`src/rtl/mux16_1_16b.sv`:
```
// Purpose : registered 16:1 multiplexer of 16-bit words onto a single datapath bus.
// Latency : 1 cycle (RES reflects sel/data sampled at the previous rising clk edge).
// Backpressure: none; pure datapath, a new selection is accepted every cycle.
//
// Ports:
//   clk                 system clock, RES updates on rising edge
//   rst_n               asynchronous active-low reset, clears RES to 16'h0000
//   A..P   [15:0]       data inputs, A = index 0 ... P = index 15
//   sel3..sel0          select index s = {sel3, sel2, sel1, sel0}
//   en                  load enable (only when MUX16_HOLD_EN is defined)
//   RES    [15:0]       registered selected word
//
// Optional feature macro: MUX16_HOLD_EN adds the en port; RES holds when en = 0.
module mux16_1_16b (
  input  logic        clk,
  input  logic        rst_n,
  input  logic [15:0] A,
  input  logic [15:0] B,
  input  logic [15:0] C,
  input  logic [15:0] D,
  input  logic [15:0] E,
  input  logic [15:0] F,
  input  logic [15:0] G,
  input  logic [15:0] H,
  input  logic [15:0] I,
  input  logic [15:0] J,
  input  logic [15:0] K,
  input  logic [15:0] L,
  input  logic [15:0] M,
  input  logic [15:0] N,
  input  logic [15:0] O,
  input  logic [15:0] P,
  input  logic        sel3,
  input  logic        sel2,
  input  logic        sel1,
  input  logic        sel0,
`ifdef MUX16_HOLD_EN
  input  logic        en,
`endif
  output logic [15:0] RES
);

  // Sources gathered in index order so the tree can be written as loops.
  logic [15:0] src  [16];
  // Intermediate stages of the 2:1 tree: 8, 4, 2 and 1 mux outputs.
  logic [15:0] lvl1 [8];
  logic [15:0] lvl2 [4];
  logic [15:0] lvl3 [2];
  logic [15:0] mux_d;
  logic        load;

  assign src[0]  = A;
  assign src[1]  = B;
  assign src[2]  = C;
  assign src[3]  = D;
  assign src[4]  = E;
  assign src[5]  = F;
  assign src[6]  = G;
  assign src[7]  = H;
  assign src[8]  = I;
  assign src[9]  = J;
  assign src[10] = K;
  assign src[11] = L;
  assign src[12] = M;
  assign src[13] = N;
  assign src[14] = O;
  assign src[15] = P;

  // Level 1: sel0 picks between adjacent pairs (even index when 0).
  always_comb begin
    for (int i = 0; i < 8; i++) begin
      lvl1[i] = sel0 ? src[2*i+1] : src[2*i];
    end
  end

  // Level 2: sel1 picks between adjacent level-1 results.
  always_comb begin
    for (int i = 0; i < 4; i++) begin
      lvl2[i] = sel1 ? lvl1[2*i+1] : lvl1[2*i];
    end
  end

  // Level 3: sel2 picks between adjacent level-2 results.
  always_comb begin
    for (int i = 0; i < 2; i++) begin
      lvl3[i] = sel2 ? lvl2[2*i+1] : lvl2[2*i];
    end
  end

  // Level 4: sel3 chooses the lower (A..H) or upper (I..P) half.
  assign mux_d = sel3 ? lvl3[1] : lvl3[0];

`ifdef MUX16_HOLD_EN
  assign load = en;
`else
  assign load = 1'b1;
`endif

  // Output register; reset takes priority over the load enable.
  always_ff @(posedge clk or negedge rst_n) begin
    if (!rst_n) begin
      RES <= 16'h0000;
    end else if (load) begin
      RES <= mux_d;
    end
  end

endmodule

```
`config.mk`:
```
export PLATFORM = sky130hd
export DESIGN_NAME = mux16_1_16b
export DESIGN_NICKNAME = d
export VERILOG_FILES = /design/src/rtl/mux16_1_16b.sv
export SDC_FILE = /design/constraint.sdc
export NUM_CORES = 1
export LEC_CHECK = 0
export ABC_AREA = 1
export BUFFER_PORTS_ARGS = -buffer_cell sky130_fd_sc_hd__buf_2
export CORE_AREA = 2 2 109 111
export CTS_CLUSTER_SIZE = 24
export DETAILED_ROUTE_END_ITERATION = 10
export DIE_AREA = 0 0 111 113
export PLACE_DENSITY = 0.67
export REMOVE_ABC_BUFFERS = 1
export SLEW_MARGIN = 20
export SYNTH_ARGS = -nofsm -noshare
export SYNTH_HDL_FRONTEND = slang
export SYNTH_SLANG_ARGS = --single-unit
export TNS_END_PERCENT = 30
```
`constraint.sdc`:
```
create_clock -name clk -period 0.8 [get_ports clk]
set_clock_uncertainty 0.2 [all_clocks]
set_input_delay 0.04 -clock clk [delete_from_list [all_inputs] [get_ports clk]]
set_output_delay 0.04 -clock clk [all_outputs]
set_load 0.01 [all_outputs]
```
==> run summary, run 1 <==
status = finished with violations
failing checks = negative hold slack, negative setup slack
Worst Path Required = 0.56 ns
fin cells = 1192
maximum VDD drop = 0.000539 V
crit-path cells = buf_2
Setup CP Type = flop to output pin
initial core utilization = 0.325
DP Cell Count = 1189
grt ovf = 0
via count = 5435
Top Registers = RES: 16 flops
Rows = 39
placed instance area = 0.00531 mm²
PortBufs = 277
Final Cell Area = 0.00549 mm²
largest net degree at the start of global routing = 60
CTS Sinks = 16
largest register by flop count = RES
nets = 1313
max reg flops = 16
Mapped Area = 0.00367 mm²
Post-Route WL = 14300 µm
Core ar. = 0.0113 mm²
initial DRC count = 330
register area share after synthesis = 0.109
initial antenna violation count = 1
htree depth = 1
Worst slew margin = 0.658
Tightest Pin Transition = 0.512 ns
# Post-CTS Setup Buffers = 0
total track usage = 0.221
fmax = 978 MHz
WHS = -0.443 ns
Worst path slowest cell = dfrtp_1
clk slew on worst S/H paths = 0.06 ns
RSZ-0062 raised after global routing = true
Syn Area/Cell = 4.64 µm²
Buf/Inv on CP = 1
final hold violations = 17
Die Y = 113 µm
fin crit share = 1.28
Wirelength per Cell = 12.0 µm
crit-path leading delay family = flip-flops
Clock Path Buffers = 2
DRC viols = 0
final HPWL from detailed placement = 11300 µm
Slew Viols, Final = 0
CTS root buf = clkbuf_16
Overall Power = 4.52 mW
GPL Wtd Cong = 0.869
first-pass GRT wire length = 23200 µm
crit-path max cell delay = 0.39 ns
number of diodes = 0
antenna-violating nets left = 0
DRT Pass-1 Iters = 5
Crit. End Element = output pin
I/O pin cnt = 278
Yosys warning count = 0
final setup fails = 32
CP Launch Type = flop
post-DR vias/cell = 4.56
Period minus WS final = 1.02 ns
CTS Buf Count = 3
hold crit path type = input pin to asynchronous set/reset pin
Yosys cell types = 10
vias in the first global route = 5067
Cell Pwr Density = 823 mW/mm²
leakage = 3.82 nW
area of the die = 0.0125 mm²
Fin Setup TNS = -3.93 ns
Area Overhead vs Synth = 49.8%
max cap viols = 0
CTS tree = yes
share of layout cells above drive strength 1 = 0.301
die width = 111 µm
Final WS setup = -0.223 ns
CP arrival = 0.78 ns
Synth Instances = 791
Synth Register Bits = 16
crit-path max FO = 1
-- path summary, 6_finish.rpt --
check                            startpoint                 to  cells past startpoint
max                        RES[4]$_DFF_PN0_             RES[4]                      1
min                                   rst_n  RES[13]$_DFF_PN0_                      1
max in group asynchronous             rst_n   RES[8]$_DFF_PN0_                      1
min in group clk                       C[3]   RES[3]$_DFF_PN0_                      7
-- Yosys cell counts (all sizes together) --
cell    instances  share of area
clkbuf          8         0.0082
nand3         192           0.26
inv           196           0.20
dfrtp          16           0.11
nand2         336           0.34
buf            43          0.076
-- area by class of cell --
class / count / area, µm²
fillers: 1281 / 5780
multi-input cells: 528 / 2240
repair buffers: 306 / 1850
inverters: 196 / 748
flip-flops and latches: 16 / 400
well taps: 143 / 179
clock buffers: 3 / 75.1
-- where the power goes --
part | internal, mW | total (mW) | switching (mW)
registers | 0.906 | 0.941 | 0.0348
logic | 1.24 | 2.55 | 1.31
clock network | 0.659 | 1.03 | 0.373
-- layout by cell type (no fill, tap or decap) --
cell type  instances
nand2_2            2
dfrtp_1           16
buf_2            270
nand3_2            3
nand2_1          334
buf_12            13
inv_2              1
clkinv_8           1
inv_1            194
buf_16             1
buf_6             12
clkbuf_16          3
buf_4             10
nand3_1          189
-- repair_timing --
| item | in CTS | in global routing |
|---|---|---|
| pin swaps | 0 | 3 |
| endpoints found under the setup margin | 32 | 32 |
| resized for setup | 14 | 10 |
| endpoints found under the hold margin | 20 | 16 |
-- cell families (layout without fill, tap and decap cells) --
kind of cell | Yosys count | in the layout | share of synthesized area
buffers and inverters | 247 | 505 | 0.285
DFF | 16 | 16 | 0.109
and+or+nand+nor | 528 | 528 | 0.606
-- stage by stage --
stage	utilization	hold WS [ns]	worst slack, ns
after floorplan	-	-0.456	-0.934
after global routing	0.487	-0.426	-0.254
after CTS	0.483	-0.444	-0.246
after detailed placement	0.471	-0.169	-0.454
final	0.487	-0.443	-0.223
after global placement	0.471	-0.176	-0.443
-- metal layers --
layer | track usage | up-vias | wire length (µm)
met4 | 0.0508 | 2 | 246
li1 | - | 2842 | -
met2 | 0.411 | 248 | 6940
met3 | 0.0375 | 22 | 1090
met5 | 0 | - | 13
met1 | 0.265 | 2321 | 5990
No activity file was read; power rests on OpenSTA's default activity.
==> inputs of run 2 (changes only) <==
- ABC_AREA: 1 -> unset
- CORE_AREA: 2 2 109 111 -> 2 2 108 110
- DIE_AREA: 0 0 111 113 -> 0 0 110 112
- PLACE_DENSITY: 0.67 -> unset
==> run 2 against run 1 <==
Net effect: the flow finishes with violations (negative setup slack); first-iteration DRC count is 60% lower; final area is 18% lower; sequential power is 2% higher; critical path depth is 4 higher; critical endpoint is now RES[15]$_DFF_PN0_; fmax is 11% lower; synthesized cell count is 81% lower.
==> run summary, run 2 <==
Buf/Inv on CP = 2
Yosys warning count = 0
initial antenna violation count = 1
PortBufs = 277
first-pass GRT wire length = 16300 µm
Worst path slowest cell = mux4_1
Hold Crit Start = O[5]
Yosys cell types = 12
I/O pin cnt = 278
Wirelength per Cell = 19.5 µm
Yosys top cell area share = 0.521
CP Launch Type = input pin
fmax = 868 MHz
Final WS setup = -0.352 ns
Post-Place Setup Slack = -0.840 ns
final hold violations = 0
Syn Area/Cell = 15.3 µm²
Period minus WS final = 1.15 ns
status = finished with violations
initial DRC count = 132
crit-path max cell delay = 0.56 ns
final HPWL from detailed placement = 8810 µm
crit-path cells = buf_16, buf_16, mux4_1, a22oi_2, nand2_1
fin crit share = 1.44
Tightest Pin Transition = 0.729 ns
DRC viols = 0
CTS root buf = clkbuf_16
Top Registers = RES: 16 flops
largest register by flop count = RES
DRT Pass-1 Iters = 4
Worst slew margin = 0.513
number of diodes = 0
Commonest cells post-synth = 54 x mux4_2, 32 x a22oi_1, 16 x dfrtp_1, 16 x nand2_1, 10 x mux4_1
CP arrival = 1.09 ns
synth top area cells = mux4_2 52%, dfrtp_1 17%, mux4_1 11%
register area share after synthesis = 0.172
CP dominant cell by count = buf_16
Cell Pwr Density = 970 mW/mm²
Setup CP Type = input pin to flop
leading area contributor after synthesis = mux4_2
failing checks = negative setup slack
vias in the first global route = 3181
WHS = 0.00514 ns
htree depth = 1
antenna-violating nets left = 0
nets = 700
RSZ-0062 raised after global routing = true
crit-path max FO = 7
Post-Route WL = 11300 µm
area of the die = 0.0123 mm²
most common cell after layout, fill and taps aside = buf_2
Slew Viols, Final = 0
Area Overhead vs Synth = 92.3%
max cap viols = 0
Core ar. = 0.0112 mm²
post-DR vias/cell = 4.94
Worst Path Required = 0.73 ns
final setup fails = 32
CTS Sinks = 16
clk slew on worst S/H paths = 0.07 ns
Mapped Area = 0.00233 mm²
via count = 2858
total track usage = 0.175
EDFF count, synth = 0
CTS tree = yes
largest net degree at the start of global routing = 35
Die Y = 112 µm
hold crit path type = input pin to flop
top_reg_cell synth = dfrtp_1
Crit. End Element = flop
Hold Path End = RES[5]$_DFF_PN0_
Clock Path Buffers = 2
GPL Wtd Cong = 0.756
max reg flops = 16
Rows = 39
Synth Register Bits = 16
grt ovf = 0
Overall Power = 4.35 mW
die width = 110 µm
CTS Buf Count = 3
initial core utilization = 0.209
top-count cell post-synth = mux4_2
Worst Hold Depth = 4
crit-path leading delay family = multiplexers
share of layout cells above drive strength 1 = 0.913
maximum VDD drop = 0.000808 V
leakage = 2.13 nW
FFs w/ async S/R, synth = 1.00
Synth Instances = 153
commonest cells after routing, fill and taps aside = 266 x buf_2, 63 x mux4_2, 29 x a22oi_2
## run 2: cell count changes in the layout (fill, tap and decap cells not counted), moves of 4 or more
cell     delta
nand2_1   -318
buf_4       -5
a22oi_2    +29
mux4_2     +63
buf_2       -4
buf_12      -7
inv_1     -194
nand3_1   -189
buf_16      +6
## run 2: what timing repair did
action,in CTS,in global routing
resized for setup,27,38
setup buffers,0,0
cloned,5,2
hold buffers,1,0
hold endpoints to repair,16,0
endpoints found under the setup margin,32,32
pin swaps,8,18
## run 2: cell families after synthesis
group,Yosys count,synth area share
compound gates,32,0.103
buf+inv,21,0.0563
flops,16,0.172
mux,64,0.634
simple gates,20,0.0354
## run 2: cell type report
type	instances	area (µm²)
fill	1099	6690
multi-input combinational	116	1930
timing repair buffer	301	1910
sequential	16	400
tap	143	179
clock buffer	3	75.1
## run 2: how the worst max path moves through the flow
| stage | start | endpoint | slack, ns | depth (start not counted) |
|---|---|---|---|---|
| final | sel0 | RES[15]$_DFF_PN0_ | -0.35 | 5 |
| after floorplan | sel3 | RES[0]$_DFF_PN0_ | -0.35 | 3 |
| after CTS | sel0 | RES[3]$_DFF_PN0_ | -0.38 | 5 |
| after global routing | sel0 | RES[15]$_DFF_PN0_ | -0.38 | 5 |
| after global placement | sel0 | RES[15]$_DFF_PN0_ | -0.79 | 5 |
| after detailed placement | sel0 | RES[7]$_DFF_PN0_ | -0.84 | 5 |
## run 2: power breakdown
group	switching (mW)	total (mW)	internal (mW)	leakage (nW)
registers	0.0420	0.960	0.919	0.194
clock network	0.413	1.07	0.661	0.0370
logic	0.852	2.32	1.47	1.90
total	1.31	4.35	3.05	2.13
## run 2: per-layer routing
metal,part of all wire,vias to the layer above,wire length [µm],GRT usage
met2,0.53,181,5940,0.321
met5,0.00097,-,11,0
met3,0.11,10,1210,0.0486
met4,0.0070,2,79,0.0203
li1,-,1271,-,-
met1,0.36,1394,4040,0.205
## run 2: stage by stage
stage               utilization  instance area (µm²)  std cells  TNS (ns)
floorplan                     -                 2200        132     -5.53
global placement          0.357                 3990        568    -12.12
global route              0.402                 4490        579     -9.26
CTS                       0.383                 4280        577     -8.65
detailed placement        0.357                 3990        568    -12.57
finish                    0.402                 4490        579     -8.15
==> inputs of run 3 (changes only) <==
- CELL_PAD_IN_SITES_DETAIL_PLACEMENT: unset -> 0
- CELL_PAD_IN_SITES_GLOBAL_PLACEMENT: unset -> 1
- CORE_AREA: 2 2 108 110 -> 2 2 107 109
- DIE_AREA: 0 0 110 112 -> 0 0 109 111
- PLACE_DENSITY_LB_ADDON: unset -> 0.1
- SLEW_MARGIN: 20 -> unset
==> run 3 against run 2 <==
Net effect: the run ends with negative hold slack, negative setup slack left; via count decreased by 1.9%; first-iteration DRC count fell by 61%; count of clock-buffer cells in the layout unchanged; final cell count up 1.6%; die area down 1.8%; non-clock buffer count up 8; fmax shrank 12%; core utilization up 0.18 points; largest power group unchanged.
==> run summary, run 3 (synthesis results as in run 2) <==
crit-path cells = buf_12, buf_12, buf_12, buf_8, mux4_2, a22oi_2, nand2_1
CTS Sinks = 16
largest net degree at the start of global routing = 28
Tightest Pin Transition = 0.611 ns
fmax = 764 MHz
leakage = 2.17 nW
area of the die = 0.0121 mm²
initial core utilization = 0.211
maximum VDD drop = 0.000668 V
DRT Pass-1 Iters = 4
die width = 109 µm
WHS = -0.472 ns
largest register by flop count = RES
CP arrival = 1.24 ns
Worst slew margin = 0.591
final core utilization = 0.403
Cell Pwr Density = 949 mW/mm²
GPL Wtd Cong = 0.757
CP Launch Type = input pin
clk slew on worst S/H paths = 0.06 ns
htree depth = 1
Post-Place Setup Slack = -0.806 ns
failing checks = negative hold slack, negative setup slack
crit-path max FO = 6
most common cell after layout, fill and taps aside = buf_2
final setup fails = 32
total track usage = 0.181
grt ovf = 0
first-pass GRT wire length = 16600 µm
hold crit path type = input pin to asynchronous set/reset pin
nets = 708
via count = 2805
Area Overhead vs Synth = 91.5%
initial DRC count = 51
final hold violations = 16
Worst Path Required = 0.73 ns
I/O pin cnt = 278
RSZ-0062 raised after global routing = true
max reg flops = 16
fin crit share = 1.64
Clock Path Buffers = 2
Crit. End Element = flop
Setup CP Type = input pin to flop
Buf/Inv on CP = 4
commonest cells after routing, fill and taps aside = 266 x buf_2, 59 x mux4_2, 17 x a22oi_2
status = finished with violations
post-DR vias/cell = 4.77
Slew Viols, Final = 0
Worst path slowest cell = mux4_2
final HPWL from detailed placement = 8960 µm
Core ar. = 0.0111 mm²
antenna-violating nets left = 0
share of layout cells above drive strength 1 = 0.881
crit-path leading delay family = multiplexers
Top Registers = RES: 16 flops
Wirelength per Cell = 19.1 µm
CTS root buf = clkbuf_16
Die Y = 111 µm
Rows = 39
launch point of the worst path = sel0
initial antenna violation count = 1
Final WS setup = -0.508 ns
PortBufs = 277
CTS Buf Count = 3
crit-path max cell delay = 0.50 ns
Period minus WS final = 1.31 ns
Overall Power = 4.24 mW
Post-Route WL = 11300 µm
DRC viols = 0
vias in the first global route = 3181
max cap viols = 0
CTS tree = yes
CP dominant cell by count = buf_12
[run 3: through the flow]
stage | area, µm² | setup TNS (ns) | cells
global placement | 4020 | -12.35 | 573
detailed placement | 4020 | -12.48 | 573
floorplan | 2200 | -5.53 | 132
finish | 4470 | -10.16 | 588
CTS | 4330 | -10.58 | 585
global route | 4470 | -11.31 | 588
[run 3: final cells by class]
class | instances | area, µm²
antenna | 1 | 2.50
clock buffer | 3 | 75.1
fill | 1138 | 6610
multi-input combinational | 116 | 1890
sequential | 16 | 400
tap | 143 | 179
timing repair buffer | 309 | 1930
[run 3: per-layer routing]
layer,share of wire,track usage,vias to the layer above
met5,0,0,-
met4,0.0075,0.0256,0
met3,0.073,0.0376,4
met2,0.56,0.359,133
met1,0.36,0.196,1381
li1,-,-,1287
[run 3: path summary, 6_finish.rpt]
| check | endpoint | slack [ns] | depth (start not counted) |
|---|---|---|---|
| worst max-delay path | RES[4]$_DFF_PN0_ | -0.51 | 7 |
| min in group clk | RES[14]$_DFF_PN0_ | 0.02 | 4 |
| max in group asynchronous | RES[10]$_DFF_PN0_ | 0.56 | 1 |
| worst min-delay path | RES[13]$_DFF_PN0_ | -0.47 | 1 |
[run 3: timing repair]
item,in CTS,in global routing
setup buffers,7,1
gates resized for setup,25,23
hold endpoints to repair,16,16
pin swaps,9,13
setup endpoints to repair,32,32
gates cloned,2,1
[run 3: power breakdown]
| part | internal [mW] | switching [mW] | total (mW) | leakage [nW] |
|---|---|---|---|---|
| combinational | 1.45 | 0.809 | 2.25 | 1.94 |
| sequential | 0.919 | 0.0421 | 0.961 | 0.194 |
| clock | 0.659 | 0.366 | 1.03 | 0.0370 |
